`src/rtl/rr_mux_sel_ctrl.sv`:
```
// Two-channel round-robin select controller for a 2:1 data mux.
// Grants one valid/ready source for up to BURST beats and registers the selected data.
module rr_mux_sel_ctrl #(
  parameter int WIDTH = 1,
  parameter int BURST = 4
) (
  input  logic             clk,
  input  logic             rst_n,
  input  logic [WIDTH-1:0] d0,
  input  logic             v0,
  output logic             r0,
  input  logic [WIDTH-1:0] d1,
  input  logic             v1,
  output logic             r1,
  output logic             s,
  output logic [WIDTH-1:0] y,
  output logic             y_valid,
  input  logic             y_ready,
  output logic             busy
);

  localparam int               CNT_W     = 8;
  localparam logic [CNT_W-1:0] LAST_BEAT = CNT_W'(BURST - 1);

  typedef enum logic [1:0] {
    IDLE   = 2'd0,
    GRANT0 = 2'd1,
    GRANT1 = 2'd2
  } state_t;

  state_t           r_state;
  state_t           w_state_nxt;
  logic             r_last;
  logic             w_last_nxt;
  logic [CNT_W-1:0] r_count;
  logic [CNT_W-1:0] w_count_nxt;
  logic             r_s;
  logic [WIDTH-1:0] r_y;
  logic             r_y_valid;

  logic             w_free;
  logic             w_granted;
  logic             w_cur;
  logic             w_cur_v;
  logic             w_oth_v;
  logic             w_xfer;
  logic             w_burst_end;
  logic             w_release;
  logic [WIDTH-1:0] w_xdata;

  // The output register can take a new beat when empty or being drained this cycle.
  assign w_free      = !r_y_valid || y_ready;
  assign w_granted   = (r_state != IDLE);
  assign w_cur       = (r_state == GRANT1);
  assign w_cur_v     = w_cur ? v1 : v0;
  assign w_oth_v     = w_cur ? v0 : v1;
  assign w_xfer      = w_granted && w_cur_v && w_free;
  assign w_burst_end = w_xfer && (r_count == LAST_BEAT);
  // A grant ends on its final beat or as soon as the owner drops valid.
  assign w_release   = w_granted && (w_burst_end || !w_cur_v);
  assign w_xdata     = w_cur ? d1 : d0;

  // State register
  always_ff @(posedge clk or negedge rst_n) begin
    if (!rst_n) begin
      r_state <= IDLE;
      r_last  <= 1'b1;
      r_count <= '0;
      r_s     <= 1'b0;
    end else begin
      // NOTE: non-blocking assignments so every flop samples pre-edge values.
      r_state <= w_state_nxt;
      r_last  <= w_last_nxt;
      r_count <= w_count_nxt;
      r_s     <= (w_state_nxt == GRANT1);
    end
  end

  // Next-state and arbitration
  always_comb begin
    // NOTE: defaults first so every path assigns and no latch is inferred.
    w_state_nxt = r_state;
    w_last_nxt  = r_last;
    w_count_nxt = r_count;
    unique case (r_state)
      IDLE: begin
        w_count_nxt = '0;
        if (v0 && v1) begin
          w_state_nxt = r_last ? GRANT0 : GRANT1;
        end else if (v0) begin
          w_state_nxt = GRANT0;
        end else if (v1) begin
          w_state_nxt = GRANT1;
        end
      end
      GRANT0, GRANT1: begin
        if (w_release) begin
          w_last_nxt  = w_cur;
          w_count_nxt = '0;
          if (w_oth_v) begin
            w_state_nxt = w_cur ? GRANT0 : GRANT1;
          end else begin
            w_state_nxt = IDLE;
          end
        end else if (w_xfer) begin
          w_count_nxt = r_count + 1'b1;
        end
      end
      default: w_state_nxt = IDLE;
    endcase
  end

  // Outputs decoded from registered state
  always_comb begin
    r0   = 1'b0;
    r1   = 1'b0;
    busy = 1'b0;
    unique case (r_state)
      GRANT0: begin
        r0   = w_free;
        busy = 1'b1;
      end
      GRANT1: begin
        r1   = w_free;
        busy = 1'b1;
      end
      default: ;
    endcase
  end

  // Registered output stage; a drain and a new transfer may coincide.
  always_ff @(posedge clk or negedge rst_n) begin
    if (!rst_n) begin
      r_y       <= '0;
      r_y_valid <= 1'b0;
    end else if (w_xfer) begin
      r_y       <= w_xdata;
      r_y_valid <= 1'b1;
    end else if (y_ready) begin
      r_y_valid <= 1'b0;
    end
  end

  assign s       = r_s;
  assign y       = r_y;
  assign y_valid = r_y_valid;

`ifndef SYNTHESIS
  a_ready_excl: assert property (@(posedge clk) disable iff (!rst_n) !(r0 && r1));
  a_count_range: assert property (@(posedge clk) disable iff (!rst_n)
    r_count < CNT_W'(BURST));
  a_sel_tracks_state: assert property (@(posedge clk) disable iff (!rst_n)
    s == (r_state == GRANT1));
`endif

endmodule
```
`config.mk`:
```
export PLATFORM = sky130hd
export DESIGN_NAME = rr_mux_sel_ctrl
export DESIGN_NICKNAME = d
export VERILOG_FILES = /design/src/rtl/rr_mux_sel_ctrl.sv
export SDC_FILE = /design/constraint.sdc
export NUM_CORES = 1
export LEC_CHECK = 0
export ABC_AREA = 1
export CORE_UTILIZATION = 30
export CTS_BUF_LIST = sky130_fd_sc_hd__clkbuf_2 sky130_fd_sc_hd__clkbuf_4 sky130_fd_sc_hd__clkbuf_8
export DETAILED_ROUTE_END_ITERATION = 7
export DONT_BUFFER_PORTS = 1
export GPL_TIMING_DRIVEN = 1
export PLACE_DENSITY = 0.47
export SLEW_MARGIN = 25
export SYNTH_ARGS = -nofsm -noshare
export SYNTH_HDL_FRONTEND = slang
export SYNTH_SLANG_ARGS = --single-unit
```
`constraint.sdc`:
```
create_clock -name clk -period 2.35 [get_ports clk]
set_input_delay 0 -clock clk [delete_from_list [all_inputs] [get_ports clk]]
set_output_delay 0 -clock clk [all_outputs]
set_load 0.02 [all_outputs]
```
* Word level (Yosys, flattened, before mapping)
Index checks and enable logic that the tools add are counted.
Storage, ports and cells: memory bits (read-only) 0, latch bits 0, register bits 14, output and inout port bits 6, bits of input ports 7, logic and storage cells 47, RAM bits 0, memories 0
Operators by class: muxes and demuxes 19, equal/unequal tests 5, add/sub/neg operators 1, div/mod/pow operators 0, reductions and logical operators 16, bitwise operators 0, multiply operators 0, $lt $le $gt $ge 0, shift operators 0
Operator list (number):
- 8-bit 2-to-1 mux | 2
- 8-bit case mux with 2 select lines | 1
- 2-bit 2-to-1 mux | 7
- 8-bit by 1-bit adder with 8-bit output (second input constant) | 1
- 8-bit by 2-bit equality test with 1-bit output (second input constant) | 1
- 1-bit 2-to-1 mux | 8
- 2-bit nonzero test | 3
- 1-bit logical AND | 5
- 2-bit equality test (second input constant) | 2
- 2-bit case mux with 2 select lines | 1
- 2-bit AND reduction | 2
- 3-bit by 1-bit != test with 1-bit output (second input constant) | 1
- 2-bit by 1-bit equality test with 1-bit output (second input constant) | 1
- 1-bit zero test | 2
- 2-bit zero test | 1
- 1-bit logical OR | 2
- 2-bit OR reduction | 1

* Logic depth before layout (Yosys ltp)
Gate-level depths: netlist of run 1.
word-level depth 10, depth in mapped cells 11, depth with buffers taken out 11

* Worst setup path before layout of run 1
No wires, ideal clock.
path kind reg2reg, start point register r_state[0], end point register r_count[0], clock period less this slack 1.597 ns, library setup time 0.065 ns, data arrival time 1.532 ns, setup slack 0.753 ns, cell stages (with the launch flop) 11, buffers on the path 0, data required time 2.285 ns, cell sequence dfrtp_1 inv_1 ha_1 inv_2 nand2_2 nand2_2 nor3_4 inv_2 a31oi_4 nand2_1 nand2_1
On the way: word-level cells in the longest chain between the ends 9, elaborated cells between the ends (all ways) 17, classes of those cells eq/ne (3); mux (3); reduce/logical (11)
RTL lines:
- from (decl) | RTL line 31 | state_t r_state;
- from (signal assigned) | RTL line 72 | r_state <= w_state_nxt;
- 2-bit equality test * | RTL line 54 | assign w_cur = (r_state == GRANT1);
- via w_cur | RTL line 43 | logic w_cur;
- 1-bit 2-to-1 mux | RTL line 55 | assign w_cur_v = w_cur ? v1 : v0;
- 1-bit logical AND (2 in a row) | RTL line 57 | assign w_xfer = w_granted && w_cur_v && w_free;
- 1-bit logical AND | RTL line 58 | assign w_burst_end = w_xfer && (r_count == LAST_BEAT);
- 1-bit logical OR | RTL line 60 | assign w_release = w_granted && (w_burst_end || !w_cur_v);
- 1-bit logical AND | RTL line 60
- 8-bit 2-to-1 mux / 3-bit by 1-bit != test with 1-bit output (equally long branches)
- 8-bit case mux with 2 select lines / 2-bit AND reduction (equally long branches)
- to (signal assigned) | RTL line 74 | r_count <= w_count_nxt;
- to (decl) | RTL line 35 | logic [CNT_W-1:0] r_count;
Mark *: on every way through the listed nets, which the timed path passes. The rest lies on a longest branch. A chain may end at the register's enable or synchronous reset.

* Final worst setup path of run 1
start point register r_state[0], end point register r_y, in the netlist y
On the way: word-level cells in the longest chain between the ends 4, elaborated cells between the ends (all ways) 6, classes of those cells eq/ne (1); mux (2); reduce/logical (3)
RTL lines:
- 2-bit equality test * | RTL line 54
- via w_cur | RTL line 43
- 1-bit 2-to-1 mux | RTL line 55
- 1-bit logical AND (2 in a row) | RTL line 57
- to (signal assigned) | RTL line 137 | r_y <= w_xdata;
- to (decl) | RTL line 38 | logic [WIDTH-1:0] r_y;
Marks and branches as above.

==> results of run 1 <==
[metrics by stage]
step,power [W],hold WS [ns],util (%),worst slack (ns),area (sq um)
floorplan,0.000946,-0.296,-,0.753,966
global placement,0.00105,-0.295,33.3,0.564,1020
detailed placement,0.00106,-0.295,33.3,0.531,1020
CTS,0.00128,0.0203,36.1,0.168,1100
global route,0.00137,0.0433,36.4,0.114,1110
finish,0.00127,0.0374,36.4,0.303,1110
[power by group]
part           internal (W)  switching (W)  total (W)
clock network     0.0000944      0.0000928   0.000187
logic              0.000241       0.000466   0.000707
registers          0.000303      0.0000752   0.000378
[worst min-delay path: cells and delay by family]
kind | cells | cell delay, ns
AND/OR/NAND/NOR | 3 | 0.21
buffers and inverters | 1 | 0.04
AO/OA/AOI/OAI | 1 | 0.05
[layout make-up]
| cell class | count | area [sq um] |
|---|---|---|
| Inverter | 21 | 78.8 |
| Sequential cell | 14 | 352 |
| Clock buffer | 4 | 36.3 |
| Tap cell | 44 | 55.1 |
| Timing Repair Buffer | 6 | 57.6 |
| Multi-Input combinational cell | 90 | 531 |
| Fill cell | 344 | 1940 |
[cells by family (layout without fill, tap and decap cells)]
family	after synthesis	count (layout)	synth area share [%]
and+or+nand+nor	74	74	36.4
buffers and inverters	22	31	8.68
DFF	14	14	36.4
AOI/OAI and AO/OA	7	7	8.42
adders and majority gates	5	5	6.48
xor gates and xnor gates	4	4	3.63
[path summary, 6_finish.rpt]
kind,end,slack [ns]
min in group asynchronous,r_count[5],0.17
max reg2reg,y,0.30
max,y,0.30
max in group asynchronous,r_state[1],1.76
min reg2reg,r_last,0.51
min,r_state[1],0.04
[state kept, by name (all words and copies together), names as in the netlist]
signal	count
r_state	2
r_count	8
y_valid	1
y	1
r_last	1
s	1
[synth_stat cells (2+ instances only)]
cell type,instances
xor2_1,3
nand2_1,38
nand4_1,6
inv_2,2
inv_1,19
nor3_1,2
nand2_2,2
nand3_1,9
ha_1,5
dfrtp_1,13
nor2_1,13
o21ai_0,2
[timing repair]
action	CTS	global route
hold buffers	5	0
setup buffers	0	1
endpoints found under the setup margin	0	1
endpoints found under the hold margin	17	0
[metal layers]
metal	GRT usage [%]	vias up	wire length, um
met3	4.62	2	65
met2	22.1	9	944
met5	0	-	0
met1	16.0	389	996
met4	7.48	0	24
li1	-	416	-
==> results.cfg, run 1 <==
[yosys]
syn_avg_cell_area_sq_um = 7.67
async_flop_share_pct = 100
yosysTopAreaCellShare_pct = 33.7
synth.yosys.seq_area_share_pct = 36.4
synth_ff_type = dfrtp_1
synth_edf_count = 0
synth_cell_type_count = 24
ys_top_cells_by_area = dfrtp_1, nand2_1, inv_1
synth_area_sq_um = 966
ys.warnings.count = 0
synthesis.nets = 138
synth-seq-cells = 14
yosysTopAreaCell = dfrtp_1
postSynthCellCount = 126

[pwr]
power_density_nw_per_um2 = 1150
p_leak_nw = 0.577
peakVddDrop_mv = 0.778

[clocking]
cts_sinks = 14
htreeDepth = 1
worstSkewPairLatency_ns = 0.29
clkTransAtPathRegs_ns = 0.10
clockBufferDepth = 2
cts_buffers = 3
cts_tree = done
root_buffer = clkbuf_4
cts_resized = 0

[sta]
worst_pin_slew_ns = 0.662
fmax_mhz = 488
relSlewSlack_pct = 55.7
slew_viol_final = 0
min_period_ns = 2.05
hold_viol_final = 0
post-route-period-util_pct = 87.1
rsz0062_at_grt = no
finClkSkew_ns = 0.00136
setup_viol = 0
setup_tns_ns = 0

[global_route]
grt_pass1_vias = 792
grt_max_degree = 15
grt_pass1_wl_um = 3460
grt_use_total_pct = 13.7
antenna_found_initial = 0
grt_remaining_overflow = 0

[worst_setup_path]
startpoint = r_state[0]
crit_family = buffers and inverters
arrival_ns = 2.28
start_kind = flop
path_buf_inv = 4
path_cells = inv_1 -> ha_1 -> inv_2 -> nand2_2 -> nand2_2 -> nor3_4 -> inv_2 -> o31ai_1 -> dlygate4sd3_1
criticalPathCategory = reg -> reg
slowest_stage = dlygate4sd3_1
r2r_cells = 9
worstPathRequired_ns = 2.59
end_kind = flop
max_stage_delay_ns = 0.57
cp.depth = 9
r2r-start = r_state[0]
cp_max_fo = 5

[floorplanning]
initial_core_util_pct = 31.6
die_h_um = 58.7
dieArea_sq_um = 3450
ioPinCount = 13
row_count = 20
core_region_area_sq_um = 3050
die_x_um = 58.7

[final_layout]
nets = 148
drive_above_1_share_pct = 11.9
final_cells = 179
syn_to_final_growth_pct = 14.9
mostFrequentLayoutCells = nand2_1, inv_1, nor2_1, dfrtp_1, nand3_1
n_antenna_cell = 0
layout_commonest_cell = nand2_1

[min_path]
whs_path_depth = 5
min_path_type = in -> reg
hp-start = v0

[drt]
drt.antenna.violating_nets = 0
wl_per_cell_um = 11.3
vias = 816
first_iter_violations = 17
vias_per_cell = 4.56
routed_wl_um = 2030
drc = 0
first_pass_iters = 4

[placed_design]
post-place-cells = 169
port_buffers = 0
gp_congestion = 0.869
hpwl_um = 1560

[job]
maxCapViolCount = 0

[outcome]
status = completed
Note: power is estimated with default switching activity, not from simulation.
==> run 2: changes to the inputs <==
CORE_MARGIN = 8   (was default)
==> results.cfg, run 2 (synthesized netlist as in run 1, its figures left out) <==
[outcome]
status = completed

[floorplanning]
die_h_um = 72.7
initial_core_util_pct = 31.6
die_x_um = 72.7
core_region_area_sq_um = 3050
ioPinCount = 13
dieArea_sq_um = 5290
row_count = 20

[final_layout]
nets = 148
n_antenna_cell = 0
drive_above_1_share_pct = 11.9
largest-register = r_count
mostFrequentLayoutCells = nand2_1, inv_1, nor2_1, dfrtp_1, nand3_1
largest_register_ffs = 8
fillers = 339
largestRegisters = r_count: 8 flops, r_state: 2 flops
syn_to_final_growth_pct = 14.9
layout_commonest_cell = nand2_1

[drt]
drt.antenna.violating_nets = 0
vias_per_cell = 4.46
drc = 0
vias = 799
wl_per_cell_um = 11.7
first_iter_violations = 75
first_pass_iters = 4
routed_wl_um = 2090

[job]
maxCapViolCount = 0

[worst_setup_path]
cp_max_fo = 5
max_stage_delay_ns = 0.57
arrival_ns = 2.40
start_kind = flop
worstPathRequired_ns = 2.59
end_kind = flop
worst-r2r-setup-slack_ns = 0.19
criticalPathCategory = reg -> reg
slowest_stage = dlygate4sd3_1
path_cells = inv_1 -> ha_1 -> inv_2 -> nand2_2 -> nand2_2 -> nor3_4 -> inv_2 -> o31ai_1 -> dlygate4sd3_1

[pwr]
switching_share_pct = 49.7
p_leak_nw = 0.577
p_switching_w = 0.000635
peakVddDrop_mv = 0.668
p_clk_share_pct = 14.6
pwr-share-seq_pct = 29.7
p_int_w = 0.000643
p_comb_share_pct = 55.7
power_density_nw_per_um2 = 1150

[clocking]
root_buffer = clkbuf_4
post-cts-setup-buffers = 0
cts_tree = done
htreeDepth = 1
worstSkewPairLatency_ns = 0.30
cts_sinks = 14
clockBufferDepth = 2
cts_buffers = 3
cts_resized = 0
clkTransAtPathRegs_ns = 0.11

[sta]
relSlewSlack_pct = 55.0
setup_viol = 0
finClkSkew_ns = 0.0163
slew_viol_final = 0
whs_ns = 0.0480
fmax_mhz = 463
rsz0062_at_grt = no
setup_tns_ns = 0
min_period_ns = 2.16
worst_pin_slew_ns = 0.672
hold_viol_final = 0
post-route-period-util_pct = 91.9

[placed_design]
hpwl_um = 1670
gp_congestion = 0.781
port_buffers = 0

[global_route]
grt_remaining_overflow = 0
antenna_found_initial = 0
grt_pass1_vias = 840
grt_pass1_wl_um = 3830
grt_max_degree = 15
grt_use_total_pct = 9.34

[min_path]
min_path_type = in -> reg
run 2: cell counts in the layout (fill, tap and decap cells not counted):
Identical to the previous run, type by type.
run 2: final timing paths:
check / from / end / depth (start not counted)
max in group asynchronous: rst_n / r_state[1] / 1
worst min register to register: r_last / r_last / 2
worst max-delay path: r_state[0] / y / 9
min in group asynchronous: rst_n / r_count[5] / 1
worst min-delay path: v1 / s / 4
worst max register to register: r_state[0] / y / 9
run 2: through the flow:
step,worst slack [ns],instances,total power (W),util (%),area [sq um]
floorplan,0.753,126,0.000946,-,966
global placement,0.548,170,0.00107,33.5,1020
detailed placement,0.535,170,0.00108,33.5,1020
CTS,0.186,179,0.00130,36.4,1110
global route,0.0265,179,0.00140,36.4,1110
finish,0.190,179,0.00128,36.4,1110
run 2: cell type report:
class	count	area [sq um]	area share (%)
Multi-Input combinational cell	90	531	47.8
Sequential cell	14	352	31.7
Inverter	21	78.8	7.10
Timing Repair Buffer	6	57.6	5.19
Tap cell	44	55.1	4.96
Clock buffer	4	36.3	3.27
run 2: timing repair:
action                                 in CTS  in global routing
endpoints found under the hold margin      17                  0
hold buffers                                5                  0
setup endpoints to repair                   0                  0
run 2: critical path: cells and delay by family (launching register included):
| family | cells | cell delay, ns |
|---|---|---|
| AND/OR/NAND/NOR | 3 | 0.38 |
| adder cells (fa/ha/maj) | 1 | 0.24 |
| buffers and inverters | 4 | 0.87 |
| flip-flops | 1 | 0.44 |
| AO/OA/AOI/OAI | 1 | 0.19 |
run 2: per-layer routing:
layer	global-route usage [%]	part of all wire [%]	wire (um)	vias to the layer above
met1	10.8	47	986	366
met4	5.56	2.6	55	0
met5	0	0	0	-
li1	-	-	-	414
met2	14.8	46	959	14
met3	2.75	4.4	92	5
run 2: power groups by stage:
| stage | Clock (W) | Combinational (W) | Sequential, W |
|---|---|---|---|
| finish | 0.000186 | 0.000712 | 0.000379 |
| global route | 0.000203 | 0.000808 | 0.000387 |
| CTS | 0.000197 | 0.000722 | 0.000381 |
| detailed placement | 0 | 0.000691 | 0.000386 |
| global placement | 0 | 0.000688 | 0.000386 |
| floorplan | 0 | 0.000576 | 0.000371 |
